==> src/rtl/mips_pkg.sv <==
// mips_pkg: shared types and constants for the MIPS instruction-fetch stage.
//   fetch_state_t : fetch FSM states {IDLE, FETCH, WAIT, REDIR}
//   word_t        : 32-bit datapath word
//   INSTR_BYTES   : PC increment per instruction
//   NOP_INSTR     : instruction word held in the decode register after reset
package mips_pkg;
  typedef logic [31:0] word_t;
  typedef enum logic [1:0] {IDLE, FETCH, WAIT, REDIR} fetch_state_t;
  localparam word_t INSTR_BYTES = 32'd4;
  localparam word_t NOP_INSTR   = 32'h0;
endpackage

==> src/rtl/pc_fetch_unit_pc_reg.sv <==
// pc_reg: program counter with increment, redirect load and optional alignment check.
//   clk, rst_n  : clock, asynchronous active-low reset (PC <- RESET_PC)
//   i_inc       : advance PC by one instruction (32-bit wrap)
//   i_load      : load i_load_pc, takes priority over i_inc
//   i_load_pc   : redirect target
//   o_pc        : current PC
//   o_addr_err  : sticky misaligned-redirect flag (only with PC_ALIGN_CHECK_EN)
// Macro PC_ALIGN_CHECK_EN: force loaded PC to word alignment and flag misaligned targets.
module pc_reg
  import mips_pkg::*;
#(
  parameter word_t RESET_PC = 32'h0000_0000
) (
  input  logic  clk,
  input  logic  rst_n,
  input  logic  i_inc,
  input  logic  i_load,
  input  word_t i_load_pc,
`ifdef PC_ALIGN_CHECK_EN
  output logic  o_addr_err,
`endif
  output word_t o_pc
);
  word_t r_pc;
  word_t w_load_pc;
`ifdef PC_ALIGN_CHECK_EN
  logic r_addr_err;
  assign w_load_pc  = {i_load_pc[31:2], 2'b00};
  assign o_addr_err = r_addr_err;
  always_ff @(posedge clk or negedge rst_n)
    if (!rst_n) r_addr_err <= 1'b0;
    else if (i_load && |i_load_pc[1:0]) r_addr_err <= 1'b1;
`else
  assign w_load_pc = i_load_pc;
`endif
  always_ff @(posedge clk or negedge rst_n)
    if (!rst_n) r_pc <= RESET_PC;
    else if (i_load) r_pc <= w_load_pc;
    else if (i_inc) r_pc <= r_pc + INSTR_BYTES;
  assign o_pc = r_pc;
endmodule

==> src/rtl/pc_fetch_unit.sv <==
// pc_fetch_unit: MIPS instruction-fetch stage (PC, imem req/ready, decode output register).
//   clk, rst_n             : clock, asynchronous active-low reset
//   redirect_i/_pc_i       : one-cycle branch/jump redirect and its target
//   imem_req_o/_addr_o     : fetch request and address (address is the PC)
//   imem_ready_i/_rdata_i  : memory accept and same-cycle instruction word
//   if_valid_o/_instr_o/_pc4_o : decode output register
//   id_ready_i             : decode consumes the output register
//   addr_err_o             : sticky misaligned-redirect flag (only with PC_ALIGN_CHECK_EN)
// Macro PC_ALIGN_CHECK_EN enables the alignment check inside pc_reg.
module pc_fetch_unit
  import mips_pkg::*;
#(
  parameter word_t RESET_PC = 32'h0000_0000,
  parameter int    XLEN     = 32
) (
  input  logic            clk,
  input  logic            rst_n,
  input  logic            redirect_i,
  input  logic [XLEN-1:0] redirect_pc_i,
  output logic            imem_req_o,
  output logic [XLEN-1:0] imem_addr_o,
  input  logic            imem_ready_i,
  input  logic [XLEN-1:0] imem_rdata_i,
  output logic            if_valid_o,
  output logic [XLEN-1:0] if_instr_o,
  output logic [XLEN-1:0] if_pc4_o,
`ifdef PC_ALIGN_CHECK_EN
  output logic            addr_err_o,
`endif
  input  logic            id_ready_i
);
  fetch_state_t r_state, w_next;
  word_t w_pc;
  logic w_slot_free, w_accept;
  assign w_slot_free = !if_valid_o || id_ready_i;
  // a response coinciding with a redirect belongs to the old path and is dropped
  assign w_accept    = imem_req_o && imem_ready_i && !redirect_i;
  pc_reg #(.RESET_PC(RESET_PC)) u_pc_reg (
    .clk       (clk),
    .rst_n     (rst_n),
    .i_inc     (w_accept),
    .i_load    (redirect_i),
    .i_load_pc (redirect_pc_i),
`ifdef PC_ALIGN_CHECK_EN
    .o_addr_err(addr_err_o),
`endif
    .o_pc      (w_pc)
  );
  assign imem_addr_o = w_pc;
  always_ff @(posedge clk or negedge rst_n)
    if (!rst_n) r_state <= IDLE;
    else r_state <= w_next;
  always_comb
    w_next = redirect_i ? REDIR :
             (r_state == IDLE || r_state == REDIR) ? FETCH :
             (r_state == FETCH) ? ((imem_req_o && !imem_ready_i) ? WAIT : FETCH) :
             (imem_ready_i ? FETCH : WAIT);
  // a WAIT request was started with the slot free, so it never needs re-gating
  always_comb
    imem_req_o = (r_state == FETCH) ? w_slot_free : (r_state == WAIT);
  always_ff @(posedge clk or negedge rst_n)
    if (!rst_n) begin
      if_valid_o <= 1'b0;
      if_instr_o <= NOP_INSTR;
      if_pc4_o   <= '0;
    end else if (redirect_i) begin
      if_valid_o <= 1'b0;
    end else if (w_accept) begin
      if_valid_o <= 1'b1;
      if_instr_o <= imem_rdata_i;
      if_pc4_o   <= w_pc + INSTR_BYTES;
    end else if (id_ready_i) begin
      if_valid_o <= 1'b0;
    end
endmodule

==> config.mk <==
export PLATFORM = sky130hd
export DESIGN_NAME = pc_fetch_unit
export DESIGN_NICKNAME = d
export VERILOG_FILES = /design/src/rtl/mips_pkg.sv /design/src/rtl/pc_fetch_unit_pc_reg.sv /design/src/rtl/pc_fetch_unit.sv
export SDC_FILE = /design/constraint.sdc
export NUM_CORES = 1
export LEC_CHECK = 0
export ABC_AREA = 1
export ABC_CLOCK_PERIOD_IN_PS = 2700
export BUFFER_PORTS_ARGS = -buffer_cell sky130_fd_sc_hd__buf_2
export CORE_MARGIN = 2
export CORE_UTILIZATION = 45
export CTS_BUF_LIST = sky130_fd_sc_hd__clkbuf_8
export DETAILED_ROUTE_END_ITERATION = 8
export HOLD_SLACK_MARGIN = 0.12
export PLACE_DENSITY = 0.75
export SLEW_MARGIN = 40
export SYNTH_ARGS = -nofsm -noshare
export SYNTH_HDL_FRONTEND = slang
export SYNTH_SLANG_ARGS = --single-unit
==> constraint.sdc <==
create_clock -name clk -period 2.7 [get_ports clk]
set_input_delay 0.54 -clock clk [delete_from_list [all_inputs] [get_ports clk]]
set_output_delay 0.54 -clock clk [all_outputs]
set_load 0.05 [all_outputs]
== After elaboration in Yosys (flattened, before gate mapping) ==
Index checks and enable logic that the tools add are counted.
Storage, ports and cells
  memories kept: 0
  register bits after elaboration: 99
  latch bits: 0
  word-level logic and storage cells: 33
  bits in writable memories: 0
  memory bits (read-only): 0
  input port bits: 69
Cells by class
  divide/modulo/power cells: 0
  eq/ne operators: 3
  add/subtract/negate cells: 1
  multipliers: 0
  $lt $le $gt $ge: 0
  mux-type cells: 11
  shifts and indexed selects: 0
  bitwise logic cells: 1
  reduce and logical (&&, ||, !) cells: 12
Operators with widths (number)
  $mux 32: 2
  $add 32x3->32 const B: 1
  $mux 2: 5
  $eq 2x2->1 const B: 2
  $mux 1: 4
  $logic_and 1x1->1: 3
  $logic_not 1->1: 3
  $reduce_bool 3->1: 1
  $eq 2x1->1 const B: 1
  $logic_not 2->1: 1
  $logic_or 1x1->1: 2
  $reduce_and 2->1: 1
  $reduce_bool 2->1: 1
  $not 1->1: 1

== Logic depth before layout (Yosys ltp) ==
  word-level depth: 8
  gate-level depth with buffers: 11
  gate-level depth less buffers: 10

== Hierarchy ==
A second synthesis with hierarchy kept.
Unflattened totals
  cell total of the unflattened synthesis: 773
  area total of the unflattened synthesis: 5561.6 um^2
Modules (own cells, without submodules)
  pc_fetch_unit: times used 1, seq. area each 1676.6 um^2, area an instance 3402.0 um^2, cells each 458
  pc_reg: times used 1, seq. area each 800.8 um^2, area an instance 2159.6 um^2, cells each 315

== Least setup slack after synthesis ==
OpenSTA, ideal clock, no wires.
  path kind: flip-flop to flip-flop
  from: register u_pc_reg.r_pc[3] (netlist: u_pc_reg.o_pc[3])
  to: register if_pc4_o[26]
  arrival: 1.639 ns
  library setup time: 0.118 ns
  buffers on the path: 0
  data required time: 2.582 ns
  cell stages (with the launch flop): 11
  path slack: 0.943 ns
  clock period less this slack: 1.757 ns
  cell sequence: dfrtp_1 -> ha_1 -> inv_1 -> nor2_1 -> nand2_2 -> nor2_8 -> nand3_1 -> nand2_1 -> inv_1 -> nand2_1 -> nand2_1
On the way
  longest elaborated chain between the ends: 1
Ends and longest elaborated chain
  from (decl): RTL line pc_fetch_unit_pc_reg.sv:24  | word_t r_pc;
  from (signal assigned): RTL line pc_fetch_unit_pc_reg.sv:38  | else if (i_load) r_pc <= w_load_pc;
  from (signal assigned): RTL line pc_fetch_unit_pc_reg.sv:39  | else if (i_inc) r_pc <= r_pc + INSTR_BYTES;
  $add 32x3->32: RTL line pc_fetch_unit.sv:71  | if_pc4_o <= w_pc + INSTR_BYTES;
  to (signal assigned): RTL line pc_fetch_unit.sv:71
  to (decl): RTL line pc_fetch_unit.sv:26  | output logic [XLEN-1:0] if_pc4_o,
Every way passes these cells.
A chain may end at the register's enable or synchronous reset.

== Worst setup path in the final report ==
  from: register r_state[0]
  to: output imem_req_o
On the way
  longest elaborated chain between the ends: 2
  elaborated cells on any way between the ends: 3
  those cells by class: eq/ne (2); mux (1)
Ends and longest elaborated chain
  from (decl): RTL line pc_fetch_unit.sv:32  | fetch_state_t r_state, w_next;
  from (signal assigned): RTL line pc_fetch_unit.sv:52  | else r_state <= w_next;
  $eq 2x2->1 or $eq 2x1->1 (tied branches): RTL line pc_fetch_unit.sv:60  | imem_req_o = (r_state == FETCH) ? w_slot_free : (r_state == WAIT);
  $mux 1 *: RTL line pc_fetch_unit.sv:60
  to (decl): RTL line pc_fetch_unit.sv:20  | output logic imem_req_o,
Every way passes the cells marked *; elsewhere a longest branch is shown, timed or not.

==> impl.org <==
** Run status
- Outcome :: completed

** Logic synthesis
- Averaged over all synthesized cells, the footprint is 7.49 sq um.
- Dominant cell type by area after synthesis :: dfrtp_1
- Most frequent cells after synthesis :: 344 x nand2_1, 99 x dfrtp_1, 56 x inv_1
- Of the synthesized area, sequential elements account for 0.514.
- Proportion of register bits with asynchronous set or reset after synthesis :: 1.00
- The number of nets handed over by synthesis was 715.
- Synthesis produced 643 cells.
- Top-area cell type share of the netlist area :: 0.514
- Yosys printed 0 warnings.
- Count of state elements after synthesis :: 99
- Most instantiated flip-flop cell in the synthesis netlist :: dfrtp_1
- Yosys mapped the design onto 25 distinct sky130hd cell types.
- Yosys mapped a number of flops with a built-in enable equal to 0.
- The cell area that synthesis handed to floorplanning was 4820 sq um.
- In the post-synthesis netlist, the cell with the most instances is nand2_1.
- Top post-synthesis cells by area :: dfrtp_1 51%, nand2_1 27%, inv_1 4.4%

** Drt
- Dividing the detail-routed wire length by the instance count gives 13.5 microns.
- Number of vias per cell :: 4.79
- DRC :: 0
- Total detailed-routing wirelength :: 12700 microns
- The routed layout has 4532 vias.
- Detailed Route Iter0 Violations :: 183
- The detail route stage leaves a number of antenna-violating nets equal to 0.
- First-pass iteration count of the detailed router :: 4

** CTS
- Cts hold-fix bufs :: 0
- The tree built by TritonCTS fans out to 99 sinks.
- Number of levels in the clock H-tree :: 3
- For the worst-skew pair, the clock arrives at the later sink with an insertion delay of 0.37 ns.
- Cell at the root of the clock tree :: clkbuf_8
- After clock tree synthesis, the clock-pin slew on the worst setup and hold paths is 0.09 ns.
- TritonCTS built the clock tree.
- The clock passes through at most 2 buffers.
- In this run the post-CTS setup repair buffer count came out at 0.
- Counting the buffers created by CTS gives 9.
- Post-CTS repair changed the size of 0 cells.

** Timing
- Max-Slew Margin vs Limit :: 0.564
- Max-slew violation count :: 0
- Setup repair after global routing left no endpoint under its margin.
- Setup violations remaining at the end of the flow were counted as 0.
- For the pin with the worst max-slew slack, the measured transition is 0.654 ns.
- Derived from the worst setup path, the maximum achievable clock frequency is 481 MHz.
- Post-layout minimum cycle time :: 2.08 ns
- Worst clock skew :: 0.00771 ns
- Worst setup margin :: 0.621 ns
- The final-report hold violation count came to 0.
- Dividing the final minimum period by the clock period gives 0.770.
- Total negative slack :: 0 ns

** Layout
- The repair_antennas step left the layout with diodes totalling 0.
- The finished cells cover 6030 sq um.
- # nets final :: 877
- Fraction of layout instances using a drive strength above 1 :: 0.258
- Area overhead of the layout relative to synthesis :: 25.1%

** Place
- Cell area reported after detailed placement :: 5780 sq um
- Worst-case setup slack after placement :: 0.722 ns
- In this run the tool buffered the top-level ports with 166 buffer cells.
- Gpl congestion :: 0.958
- Detailed placement ended at an HPWL of 9490 microns.

** Worst setup path
- The worst register-to-register path ends at if_pc4_o[18].
- In this run the worst path has a maximum fanout of 2.
- In this run the number of cells on the critical path is 5.
- Arrival time at the worst endpoint :: 1.54 ns
- CP cell instances :: ha_1 -> or2_1 -> nand2_1 -> inv_1 -> buf_2
- The critical path is of the register to output port type.
- Category of the worst setup path launch point :: register
- The cell family contributing the most delay on the critical path is flip-flops.
- Worst setup EP type :: output port
- The critical path starts at r_state[0].
- In this run the register-to-register setup slack is 0.75 ns.
- Register-to-Register Path Depth :: 8
- Buf/Inv on CP :: 2
- The worst register-to-register path begins at r_state[1].
- At the worst endpoint, the required time is 2.16 ns.
- For this design, the slowest cell found on the critical path is dfrtp_1.
- Worst path max stage delay :: 0.40 ns

** GRT
- The number of antenna violations at the first check in global routing came to 0.
- Overall Global Routing Usage :: 0.232
- Global routing finished with a remaining overflow of 0.
- Wire length of the first global-routing pass :: 21200 microns
- Largest net degree at the start of global routing :: 65
- Via count of the first global-routing pass :: 4463

** Floorplanning
- Chip width :: 107 microns
- The die covers 11600 sq um.
- The initial utilization of the core area, before any placement, comes to 0.465.
- Overall die height :: 107 microns
- The floorplan has 37 rows.
- Total I/O pin count :: 167
- The total area inside the core boundary comes to 10400 sq um.

** Power
- For this design the static power due to leakage is 3.55 nW.
- The worst-case IR drop observed on VDD is 0.000659 V.
- Dividing total power by cell area gives a power density of 871 nW/um^2.

** Min path
- Tightest Hold Check Type :: primary input to async pin

** Job
- Max-cap violations in this run came to 0.
per-stage QoR:
step           std cells  total power [mW]  hold slack, ns   util
2_1_floorplan        643              3.55           0.244      -
3_3_place_gp         930              4.08           0.451  0.557
3_5_place_dp         930              4.12           0.455  0.557
4_1_cts              946              5.29           0.160  0.581
5_1_grt              946              5.52           0.175  0.581
6_report             946              5.25           0.141  0.581
metal layers:
metal  vias up  part of all wire  global-route usage
met2       176              0.48               0.391
met3        24             0.080              0.0617
met1      2083              0.41               0.288
met4         0             0.021              0.0842
met5         -                 0                   0
li1       2249                 -                   -
power breakdown:
group,total [mW],switching (mW),internal (mW)
logic,2.05,1.61,0.440
registers,2.02,0.230,1.79
clock network,1.17,0.531,0.642
total,5.25,2.37,2.88
worst max-delay path by stage:
stage | slack, ns | endpoint
2_1_floorplan | 0.94 | if_pc4_o[26]
3_3_place_gp | 0.79 | if_pc4_o[26]
3_5_place_dp | 0.72 | if_instr_o[19]
4_1_cts | 0.60 | imem_req_o
5_1_grt | 0.52 | if_pc4_o[19]
6_report | 0.62 | imem_req_o
sequential cells by signal (all words and copies together), names as in the netlist:
name,cells
if_valid_o,1
if_pc4_o,32
r_state,2
if_instr_o,32
u_pc_reg.o_pc,32
logic make-up (layout without fill, tap and decap cells):
kind of cell | Yosys count | after routing | synth area share
AOI/OAI and AO/OA | 17 | 17 | 0.0182
xor gates and xnor gates | 14 | 14 | 0.0254
adders and majority gates | 3 | 3 | 0.00779
buffers and inverters | 77 | 244 | 0.0662
DFF | 99 | 99 | 0.514
and+or+nand+nor | 433 | 433 | 0.368
worst reg2reg max path, stage by stage, from the launching register on:
cell,delay [ns]
dfrtp_1,0.39
inv_1,0.06
ha_1,0.18
or2_1,0.15
nand3_2,0.12
nor2_4,0.12
buf_4,0.54
nand3_1,0.23
nand2_1,0.11
cell type report:
class	instances	area, sq um
Inverter	58	218
Multi-Input combinational cell	467	2030
Timing Repair Buffer	170	888
Tap cell	136	170
Clock buffer	10	138
Sequential cell	99	2480
Clock inverter	6	111
Fill cell	997	4340
layout by cell type, fill, tap and decap left out, types with 2 or more instances in the layout:
cell / count
buf_12: 2
buf_2: 165
buf_4: 3
bufinv_16: 3
clkbuf_8: 10
dfrtp_1: 99
ha_1: 3
inv_1: 56
inv_2: 2
nand2_1: 344
nand2_2: 7
nand3_1: 31
nand3_2: 2
nor2_1: 34
nor2_2: 4
nor2_4: 6
o21ai_0: 15
xnor2_1: 4
xor2_1: 10
Power figures use the tool's default switching activity.
